[config.mk]
export PLATFORM = sky130hd
export DESIGN_NAME = cache_arbiter
export DESIGN_NICKNAME = d
export VERILOG_FILES = /design/src/rtl/cache_arbiter.sv
export SDC_FILE = /design/constraint.sdc
export NUM_CORES = 1
export LEC_CHECK = 0
export BUFFER_PORTS_ARGS = -buffer_cell sky130_fd_sc_hd__buf_2
export CORE_AREA = 5 5 318 320
export CTS_BUF_LIST = sky130_fd_sc_hd__clkbuf_16
export CTS_CLUSTER_DIAMETER = 150
export DETAILED_ROUTE_END_ITERATION = 12
export DIE_AREA = 0 0 323 325
export GPL_TIMING_DRIVEN = 0
export PLACE_DENSITY_LB_ADDON = 0.05
export SYNTH_ARGS = -nofsm -noshare
export SYNTH_HDL_FRONTEND = slang
export SYNTH_SLANG_ARGS = --single-unit
[constraint.sdc]
create_clock -name clk -period 4.9 [get_ports clk]
set_input_delay 0 -clock clk [delete_from_list [all_inputs] [get_ports clk]]
set_output_delay 0 -clock clk [all_outputs]
set_load 0.05 [all_outputs]
[src/rtl/cache_arbiter.sv]
// Round-robin arbiter that lets the instruction and data caches share one physical-memory port.
// Each granted request is latched and held on pmem until pmem_resp arrives.
module cache_arbiter #(
  parameter int ADDR_W = 16,
  parameter int LINE_W = 128
) (
  input  logic              clk,
  input  logic              reset_n,
  input  logic              i_read,
  input  logic              i_write,
  input  logic [ADDR_W-1:0] i_address,
  input  logic [LINE_W-1:0] i_wdata,
  output logic              i_resp,
  output logic [LINE_W-1:0] i_rdata,
  input  logic              d_read,
  input  logic              d_write,
  input  logic [ADDR_W-1:0] d_address,
  input  logic [LINE_W-1:0] d_wdata,
  output logic              d_resp,
  output logic [LINE_W-1:0] d_rdata,
  output logic              pmem_read,
  output logic              pmem_write,
  output logic [ADDR_W-1:0] pmem_address,
  output logic [LINE_W-1:0] pmem_wdata,
  input  logic [LINE_W-1:0] pmem_rdata,
  input  logic              pmem_resp
);

  // state   | meaning
  // IDLE    | no transaction open, arbitrate on incoming requests
  // SERVE_I | icache transaction held on pmem until pmem_resp
  // SERVE_D | dcache transaction held on pmem until pmem_resp
  typedef enum logic [1:0] {
    IDLE    = 2'd0,
    SERVE_I = 2'd1,
    SERVE_D = 2'd2
  } state_e;

  state_e              state_q, state_d;
  logic                last_d_q, last_d_d;
  logic                wr_q, wr_d;
  logic [ADDR_W-1:0]   addr_q, addr_d;
  logic [LINE_W-1:0]   wdata_q, wdata_d;
  logic                req_i, req_d, pick_d;
  logic                serving;

  always_ff @(posedge clk or negedge reset_n) begin
    if (!reset_n) begin
      state_q  <= IDLE;
      last_d_q <= 1'b0;
      wr_q     <= 1'b0;
      addr_q   <= '0;
      wdata_q  <= '0;
    end else begin
      state_q  <= state_d;
      last_d_q <= last_d_d;
      wr_q     <= wr_d;
      addr_q   <= addr_d;
      wdata_q  <= wdata_d;
    end
  end

  always_comb begin
    state_d  = state_q;
    last_d_d = last_d_q;
    wr_d     = wr_q;
    addr_d   = addr_q;
    wdata_d  = wdata_q;
    req_i    = i_read | i_write;
    req_d    = d_read | d_write;
    // On a tie the client that did not win last time gets the port.
    pick_d   = req_d & (~req_i | ~last_d_q);
    case (state_q)
      IDLE: begin
        if (pick_d) begin
          state_d  = SERVE_D;
          last_d_d = 1'b1;
          wr_d     = d_write;
          addr_d   = d_address;
          wdata_d  = d_wdata;
        end else if (req_i) begin
          state_d  = SERVE_I;
          last_d_d = 1'b0;
          wr_d     = i_write;
          addr_d   = i_address;
          wdata_d  = i_wdata;
        end
      end
      SERVE_I, SERVE_D: begin
        if (pmem_resp) state_d = IDLE;
      end
      default: state_d = IDLE;
    endcase
  end

  assign serving      = (state_q == SERVE_I) || (state_q == SERVE_D);
  assign pmem_read    = serving & ~wr_q;
  assign pmem_write   = serving & wr_q;
  assign pmem_address = addr_q;
  assign pmem_wdata   = wdata_q;
  assign i_resp       = (state_q == SERVE_I) & pmem_resp;
  assign d_resp       = (state_q == SERVE_D) & pmem_resp;
  assign i_rdata      = pmem_rdata;
  assign d_rdata      = pmem_rdata;

endmodule

# Yosys cells after proc, flatten, opt, wreduce, memory -nomap -nowiden

Cells that the tools add are included.

Equal/unequal tests: 4
Add/sub/neg operators: 0
Divide/modulo/power cells: 0
Muxes and demuxes: 12
Shift-type cells: 0
Reductions and logical operators: 6
$lt $le $gt $ge: 0
Bitwise operators: 11
Multiply operators: 0

Operator list:

| operator                                                        | count |
|---|---|
| 128-bit 2-to-1 mux                                              | 2 |
| 16-bit 2-to-1 mux                                               | 2 |
| 2-bit 2-to-1 mux                                                | 3 |
| 1-bit bitwise AND                                               | 5 |
| 1-bit 2-to-1 mux                                                | 4 |
| 2-bit case mux with 2 select lines                              | 1 |
| 2-bit AND reduction                                             | 2 |
| 3-bit inequality test, second input constant                    | 1 |
| 1-bit NOT                                                       | 3 |
| 1-bit OR                                                        | 3 |
| 2-bit by 1-bit == test with 1-bit output, second input constant | 1 |
| 2-bit == test, second input constant                            | 1 |
| 2-bit zero test                                                 | 1 |
| 2-bit inequality test, second input constant                    | 1 |
| 2-bit nonzero test                                              | 1 |
| 2-bit OR reduction                                              | 1 |
| 1-bit logical OR                                                | 1 |

Word-level logic and storage cells: 38
Register bits: 148
Memories kept: 0
Bits in latches: 0
Memory bits (writable): 0
Output and inout bits: 404
Memory bits (read-only): 0

# Depth between registers and ports, before layout

Gate-level depths: netlist of run 1.

Depth after elaboration: 6
Depth in mapped cells: 7

# Worst setup path before layout of run 1

No wires, ideal clock.

Kind: flip-flop to flip-flop
Start: reg state_q[0]
End: reg wdata_q[100] (netlist: pmem_wdata[100])
Slack: 3.334 ns
Clock period less this slack: 1.566 ns
Arrival time: 1.489 ns
Cell stages (with the launch flop): 8
Setup time: 0.077 ns
Path through: dfrtp_1 > inv_1 > ha_1 > o41a_1 > buf_2 > clkbuf_1 > nor2_1 > a21oi_1

Cells in the longest elaborated chain, start to end: 2

Ends and longest elaborated chain:

| item                          | line | source |
|---|---|---|
| from (decl)                   | 39   | `state_e state_q, state_d;` |
| from (signal assigned)        | 55   | `state_q <= state_d;` |
| 2-bit zero test               | 73   | `case (state_q)` |
| 2-bit AND reduction (no line) | -    |  |
| to (signal assigned)          | 59   | `wdata_q <= wdata_d;` |
| to (decl)                     | 43   | `logic [LINE_W-1:0] wdata_q, wdata_d;` |

Every way passes these cells.
A chain may end at the register's enable or synchronous reset.

# Worst setup path after layout of run 1

Start: in d_write
End: reg wdata_q[68] (netlist: pmem_wdata[68])

Cells in the longest elaborated chain, start to end: 4
Elaborated cells on any way between the ends: 5
Classes of those cells: mux (1); bitwise (2); reduce/logical (2)

Ends and longest elaborated chain:

| item                          | line | source |
|---|---|---|
| from (decl)                   | 16   | `input logic d_write,` |
| 1-bit OR *                    | 70   | `req_d = d_read \| d_write;` |
| 1-bit bitwise AND *           | 72   | `pick_d = req_d & (~req_i \| ~last_d_q);` |
| 2-bit nonzero test (no line)  | -    |  |
| 2-bit AND reduction (no line) | -    |  |

Mark *: on every way between the ends. The rest lies on a longest branch, timed or not.

==> reports/qor.yml, run 1 <==
start_util: 0.0950
fin_ws_ns: 2.03
ys_types: 25
path_class: "primary input to flip-flop"
post-place-ws_ns: 2.50
htreeDepth: 4
via_count: 11900
ios: 827
clock_sinks: 148
io_buffers: 695
path_clk_slew_ns: 0.07
clockBufferDepth: 2
synth_top_flop_cell: "dfrtp_1"
maxSlewViolCount: 0
cp.required_ns: 5.32
gp_congestion: 0.758
grt_usage: 0.117
die_w_um: 323
synth-warning-count: 0
tns_ns: 0
peakVddDrop_mv: 0.282
hold_path_class: "primary input to asynchronous set/reset pin"
overflow: 0
drc: 0
fin_skew_ns: 0.0156
viasPerCell: 3.46
syn_area_per_cell_um2: 8.38
grt_pass1_wl_um: 90700
worst_pin_slew_ns: 1.10
antenna_left: 0
p_per_area_nw_per_um2: 648
synth_area_um2: 9300
die_area_um2: 105000
hold_ws_ns: 0.0416
cts-resized-gates: 0
async_reset_ff_frac: 1.00
finalNetCount: 2542
end_kind: "flip-flop"
dp_hpwl_um: 49800
crit_arrival_ns: 3.29
ys_seq_area_frac: 0.398
root_buffer: "clkbuf_16"
first_pass_iters: 5
cts_tree: "built"
cts_setup_buffers: 0
fp-row-count: 115
drt-total-wl_um: 64500
relSlewSlack: 0.268
synth_edf_count: 0
drt_iter0_drc: 422
hold_viol: 0
start_kind: "primary input"
syn_nets: 1535
cts_buffers: 17
timing.fmax_mhz: 348
finalSetupViolations: 0
grt_pass1_vias: 12800
leakage_nw: 8.32
antenna_found_initial: 27
die_h_um: 325
wl_per_cell_um: 18.8
clk_latency_ns: 0.49
syn_inst: 1109
dp_cells: 3092
syn2layout_area_growth_pct: 93.6
ys_seq_elements: 148
min_period_ns: 2.87
rsz0062_at_grt: "no"
min_period_over_period: 0.587
final_cells: 3434
status: "finished, final reports clean"
maxCapViolCount: 0
path_max_fanout: 10
grt_max_degree: 85
coreArea_um2: 97800
drive_gt1_frac: 0.490
hold_buffers: 292
## layout make-up
cell class | instances | area, µm²
Antenna cell | 18 | 45.0
Tap cell | 1287 | 1610
Sequential cell | 148 | 3700
Fill cell | 11300 | 79800
Multi-Input combinational cell | 603 | 3100
Clock buffer | 17 | 425
Buffer | 353 | 2480
Timing Repair Buffer | 988 | 6440
Clock inverter | 15 | 180
Inverter | 5 | 18.8
## logic make-up (layout without fill, tap and decap cells)
| family | after synthesis | count (layout) | share of synthesized area |
|---|---|---|---|
| and+or+nand+nor | 156 | 156 | 0.0652 |
| other | 0 | 18 | 0 |
| AOI/OAI and AO/OA | 444 | 444 | 0.264 |
| adders and majority gates | 3 | 3 | 0.00404 |
| DFF | 148 | 148 | 0.398 |
| buffers and inverters | 358 | 1378 | 0.268 |
## registers in the layout (all words and copies together) (netlist names)
signal / flops
state_q: 2
wr_q: 1
last_d_q: 1
pmem_wdata: 128
pmem_address: 16
## critical path, stage by stage
cell           delay (ns)
dlygate4sd3_1        0.59
buf_2                0.19
nor2_2               0.85
buf_2                0.44
clkbuf_2             0.34
o21ai_0              0.14
a21oi_1              0.15
dlygate4sd3_1        0.57
## worst paths after layout
kind	startpoint	endpoint	slack, ns	cells past startpoint
worst max-delay path	d_write	pmem_wdata[68]	2.03	8
worst min-delay path	reset_n	pmem_wdata[104]	0.04	2
worst max register to register	state_q[0]	pmem_wdata[83]	2.20	8
worst min register to register	state_q[1]	state_q[1]	0.60	2
max in group asynchronous	reset_n	pmem_address[14]	3.84	3
min in group clk	i_read	state_q[0]	0.09	4
## routing by layer
layer	routed length, µm	track usage	vias up
met2	32300	0.207	496
met5	131	0	-
met1	25400	0.133	5661
li1	-	-	5659
met4	880	0.0267	20
met3	5720	0.0454	54
## stage by stage
step           utilization  total power [mW]  instance area [µm²]
2_1_floorplan            -              6.79                 9300
3_3_place_gp         0.147              9.06                14400
3_5_place_dp         0.147              9.01                14400
4_1_cts              0.183              11.9                17900
5_1_grt              0.184              12.4                18000
6_report             0.184              11.7                18000
## cell usage after synthesis (2+ instances only)
cell / instances / share of area
dfrtp_1: 148 / 0.40
nand2_1: 2 / 0.00081
nor2_1: 147 / 0.059
inv_1: 5 / 0.0020
ha_1: 3 / 0.0040
clkbuf_1: 39 / 0.016
buf_6: 14 / 0.017
a21oi_1: 144 / 0.078
o22ai_1: 3 / 0.0020
and2_1: 3 / 0.0020
o21ai_1: 10 / 0.0054
clkbuf_2: 4 / 0.0022
o21ai_0: 137 / 0.074
buf_4: 268 / 0.22
buf_2: 28 / 0.015
a31oi_1: 145 / 0.098
## where the power goes
group	internal (mW)	switching (mW)
clock network	0.805	0.703
logic	2.72	5.22
registers	1.86	0.347
total	5.39	6.27
## placed cells by master, fill, tap and decap left out, types with 4 or more instances in the layout
master,instances
o21ai_1,10
clkinvlp_4,4
nor2_1,147
buf_4,268
a31oi_1,145
dlygate4sd3_1,292
o21ai_0,137
buf_2,722
clkbuf_16,17
a21oi_1,144
clkbuf_2,4
clkbuf_1,39
buf_6,14
dfrtp_1,148
inv_1,5
diode_2,18
(Power assumes the default switching activity.)
==> inputs of run 2 (changes only) <==
--- a/config.mk
+++ b/config.mk
@@ -5,12 +5,13 @@
 export SDC_FILE = /design/constraint.sdc
 export NUM_CORES = 1
 export LEC_CHECK = 0
+export ABC_AREA = 1
 export BUFFER_PORTS_ARGS = -buffer_cell sky130_fd_sc_hd__buf_2
-export CORE_AREA = 5 5 318 320
+export CORE_AREA = 5 5 321 323
 export CTS_BUF_LIST = sky130_fd_sc_hd__clkbuf_16
 export CTS_CLUSTER_DIAMETER = 150
 export DETAILED_ROUTE_END_ITERATION = 12
-export DIE_AREA = 0 0 323 325
+export DIE_AREA = 0 0 326 328
 export GPL_TIMING_DRIVEN = 0
 export PLACE_DENSITY_LB_ADDON = 0.05
 export SYNTH_ARGS = -nofsm -noshare
==> constraint.sdc (replaced) <==
create_clock -name clk -period 2.79 [get_ports clk]
set_input_delay 0 -clock clk [delete_from_list [all_inputs] [get_ports clk]]
set_output_delay 0 -clock clk [all_outputs]
set_load 0.05 [all_outputs]
==> reports/qor.yml, run 2 <==
status: "finished, final reports clean"  # unchanged
layout_common_cells: "buf_2 (761), nand2_1 (449), dlygate4sd3_1 (292), buf_4 (257), inv_1 (151)"  # was buf_2 (722), dlygate4sd3_1 (292), buf_4 (268), dfrtp_1 (148), nor2_1 (147)
overflow: 0  # unchanged
critPathMostFrequentCell: "nand2_1"
die_w_um: 326  # was 323 µm
end_kind: "flip-flop"  # unchanged
cts_tree: "built"  # unchanged
multi_input_area_um2: 3570  # was 3100 µm²
grt_pass1_wl_um: 87000  # was 90700 µm
root_buffer: "clkbuf_16"  # unchanged
num-fill-cells: 11500  # was 11300
synth_edf_count: 0  # unchanged
reg2reg_slack_ns: 0.22  # was 2.20 ns
power_mw: 19.5  # was 11.7 mW
grt_pass1_vias: 13300  # was 12800
grt_max_degree: 78  # was 85
path_buf_inv: 3  # was 5
synthTopCellsByCount: "nand2_1 (449), buf_4 (257), inv_1 (151)"  # was buf_4 (268), dfrtp_1 (148), nor2_1 (147)
clk_latency_ns: 0.50  # was 0.49 ns
ys_seq_area_frac: 0.364  # was 0.398
finalNetCount: 2822  # was 2542
finalSetupViolations: 0  # unchanged
critPathMaxStageDelay_ns: 0.58  # was 0.85 ns
antenna_left: 0  # unchanged
path_max_fanout: 11  # was 10
fin_skew_ns: 0.0188  # was 0.0156 ns
final_cells: 3713  # was 3434
die_area_um2: 107000  # was 105000 µm²
clock_sinks: 148  # unchanged
maxSlewViolCount: 0  # unchanged
timing.rr.start: "last_d_q"  # was state_q[0]
relSlewSlack: 0.498  # was 0.268
ios: 827  # unchanged
synth_area_leaders: "dfrtp_1 (36%), buf_4 (19%), nand2_1 (17%), nand3b_1 (11%), nand3_1 (7.1%)"  # was dfrtp_1 (40%), buf_4 (22%), a31oi_1 (9.8%), a21oi_1 (7.8%), o21ai_0 (7.4%)
drive_gt1_frac: 0.439  # was 0.490
critPathSlowestCell: "dlygate4sd3_1"  # was nor2_2
htreeDepth: 4  # unchanged
io_buffers: 698  # was 695
rsz0062_at_grt: "no"  # unchanged
dpl_cell_area_um2: 15300  # was 14400 µm²
start_kind: "flip-flop"  # was primary input
syn_nets: 1812  # was 1535
syn_inst: 1386  # was 1109
ys_seq_elements: 148  # unchanged
path_class: "flip-flop to flip-flop"  # was primary input to flip-flop
synth_top_cell_by_area: "dfrtp_1"  # unchanged
final_area_um2: 18900  # was 18000 µm²
timing.fmax_mhz: 389
synth_top_flop_cell: "dfrtp_1"  # unchanged
utilization: 0.190  # was 0.184
grt_usage: 0.109  # was 0.117
crit_arrival_ns: 2.98  # was 3.29 ns
tns_ns: 0  # unchanged
die_h_um: 328  # was 325 µm
antenna_found_initial: 14  # was 27
first_pass_iters: 6  # was 5
coreArea_um2: 99600  # was 97800 µm²
dp_cells: 3383  # was 3092
dp_hpwl_um: 48200  # was 49800 µm
seqCellArea_um2: 3700  # unchanged
clockBufferDepth: 2  # unchanged
syn2layout_area_growth_pct: 85.8  # was 93.6%
leakage_nw: 10.2  # was 8.32 nW
reg2regPathDepth: 8  # unchanged
timing.rr.end: "pmem_wdata[63]"  # was pmem_wdata[83]
hold_viol: 0  # unchanged
drc: 0  # unchanged
min_period_over_period: 0.922
post-synth-top-count-cell: "nand2_1"  # was buf_4
drt-total-wl_um: 60100  # was 64500 µm
via_count: 12300  # was 11900
p_per_area_nw_per_um2: 1030  # was 648 nW/µm²
start_util: 0.102  # was 0.0950
synth-warning-count: 0  # unchanged
viasPerCell: 3.31  # was 3.46
crit_chain: "o21ai_1, nand2_1, buf_2, buf_2, nand2_1, nand3_1, dlygate4sd3_1, nand2_1"  # was dlygate4sd3_1, buf_2, nor2_2, buf_2, clkbuf_2, o21ai_0, a21oi_1, dlygate4sd3_1
drt_iter0_drc: 352  # was 422
crit_path_start: "last_d_q"  # was d_write
cts_setup_buffers: 0  # unchanged
wl_per_cell_um: 16.2  # was 18.8 µm
final_common_cell: "buf_2"  # unchanged
fp-row-count: 116  # was 115
maxCapViolCount: 0  # unchanged
peakVddDrop_mv: 0.371  # was 0.282 mV
async_reset_ff_frac: 1.00  # unchanged
cts_buffers: 17  # unchanged
hold_path_class: "primary input to asynchronous set/reset pin"  # unchanged
gp_congestion: 0.745  # was 0.758
largest_reg_flops: 128  # unchanged
cp.required_ns: 3.20  # was 5.32 ns
synth_area_um2: 10200  # was 9300 µm²
synth_top_area_frac: 0.364  # was 0.398
ys_types: 16  # was 25
path_delay_family: "buffers and inverters"  # unchanged
worst_pin_slew_ns: 0.753  # was 1.10 ns
min_period_ns: 2.57
syn_area_per_cell_um2: 7.34  # was 8.38 µm²
path_clk_slew_ns: 0.08  # was 0.07 ns
[run 2: cell count changes in the layout (fill, tap and decap cells not counted), moves of 28 or more]
cell and change:
inv_1 +146, a21oi_1 -144, o21ai_0 -137, nand3_1 +145, nor2_1 -143, a31oi_1 -145, buf_2 +39, nand2_1 +447
nand3b_1 +144, clkbuf_1 -28
[run 2: worst max path at each step]
stage / endpoint / slack [ns] / cells after the start
after floorplan: pmem_read / 1.41 / 4
after global placement: pmem_address[2] / -1.54 / 1
after detailed placement: pmem_wdata[64] / 0.50 / 7
after CTS: pmem_wdata[63] / 0.11 / 8
after global routing: pmem_wdata[63] / 0.03 / 8
final: pmem_wdata[63] / 0.22 / 8
[run 2: area by class of cell]
class	count	share of cell area
multi-input cells	750	0.189
well taps	1298	0.0859
diodes	7	0.000927
plain buffers	335	0.123
inverters	153	0.0304
flip-flops and latches	148	0.196
clock buffers	17	0.0225
repair buffers	991	0.341
clock inverters	14	0.0111
[run 2: repair_timing]
item	in CTS	in global routing
hold buffers	292	0
gates resized for setup	0	0
endpoints found under the hold margin	222	0
[run 2: report_power, final]
| group | switching (mW) | internal [mW] |
|---|---|---|
| sequential | 0.564 | 3.28 |
| combinational | 9.01 | 3.93 |
| clock | 1.16 | 1.58 |
[run 2: kinds of logic (layout without fill, tap and decap cells)]
family | count (synthesis) | count (layout) | synth area share
adder cells (fa/ha/maj) | 3 | 3 | 0.00369
flip-flops | 148 | 148 | 0.364
AND/OR/NAND/NOR | 744 | 744 | 0.346
buffers and inverters | 488 | 1510 | 0.285
AO/OA/AOI/OAI | 3 | 3 | 0.00160
other | 0 | 7 | 0
[run 2: metal layers]
layer	GRT usage	wire (µm)	up-vias
met2	0.205	32000	438
met5	0	61	-
li1	-	-	6037
met3	0.0406	4600	48
met4	0.0296	981	8
met1	0.115	22500	5742
[run 2: metrics by stage]
stage	setup WS, ns	hold slack, ns
global placement	-1.54	0.302
finish	0.218	0.0213
global route	0.0327	0.0644
detailed placement	0.497	0.0102
floorplan	1.41	-0.296
CTS	0.113	0.0531
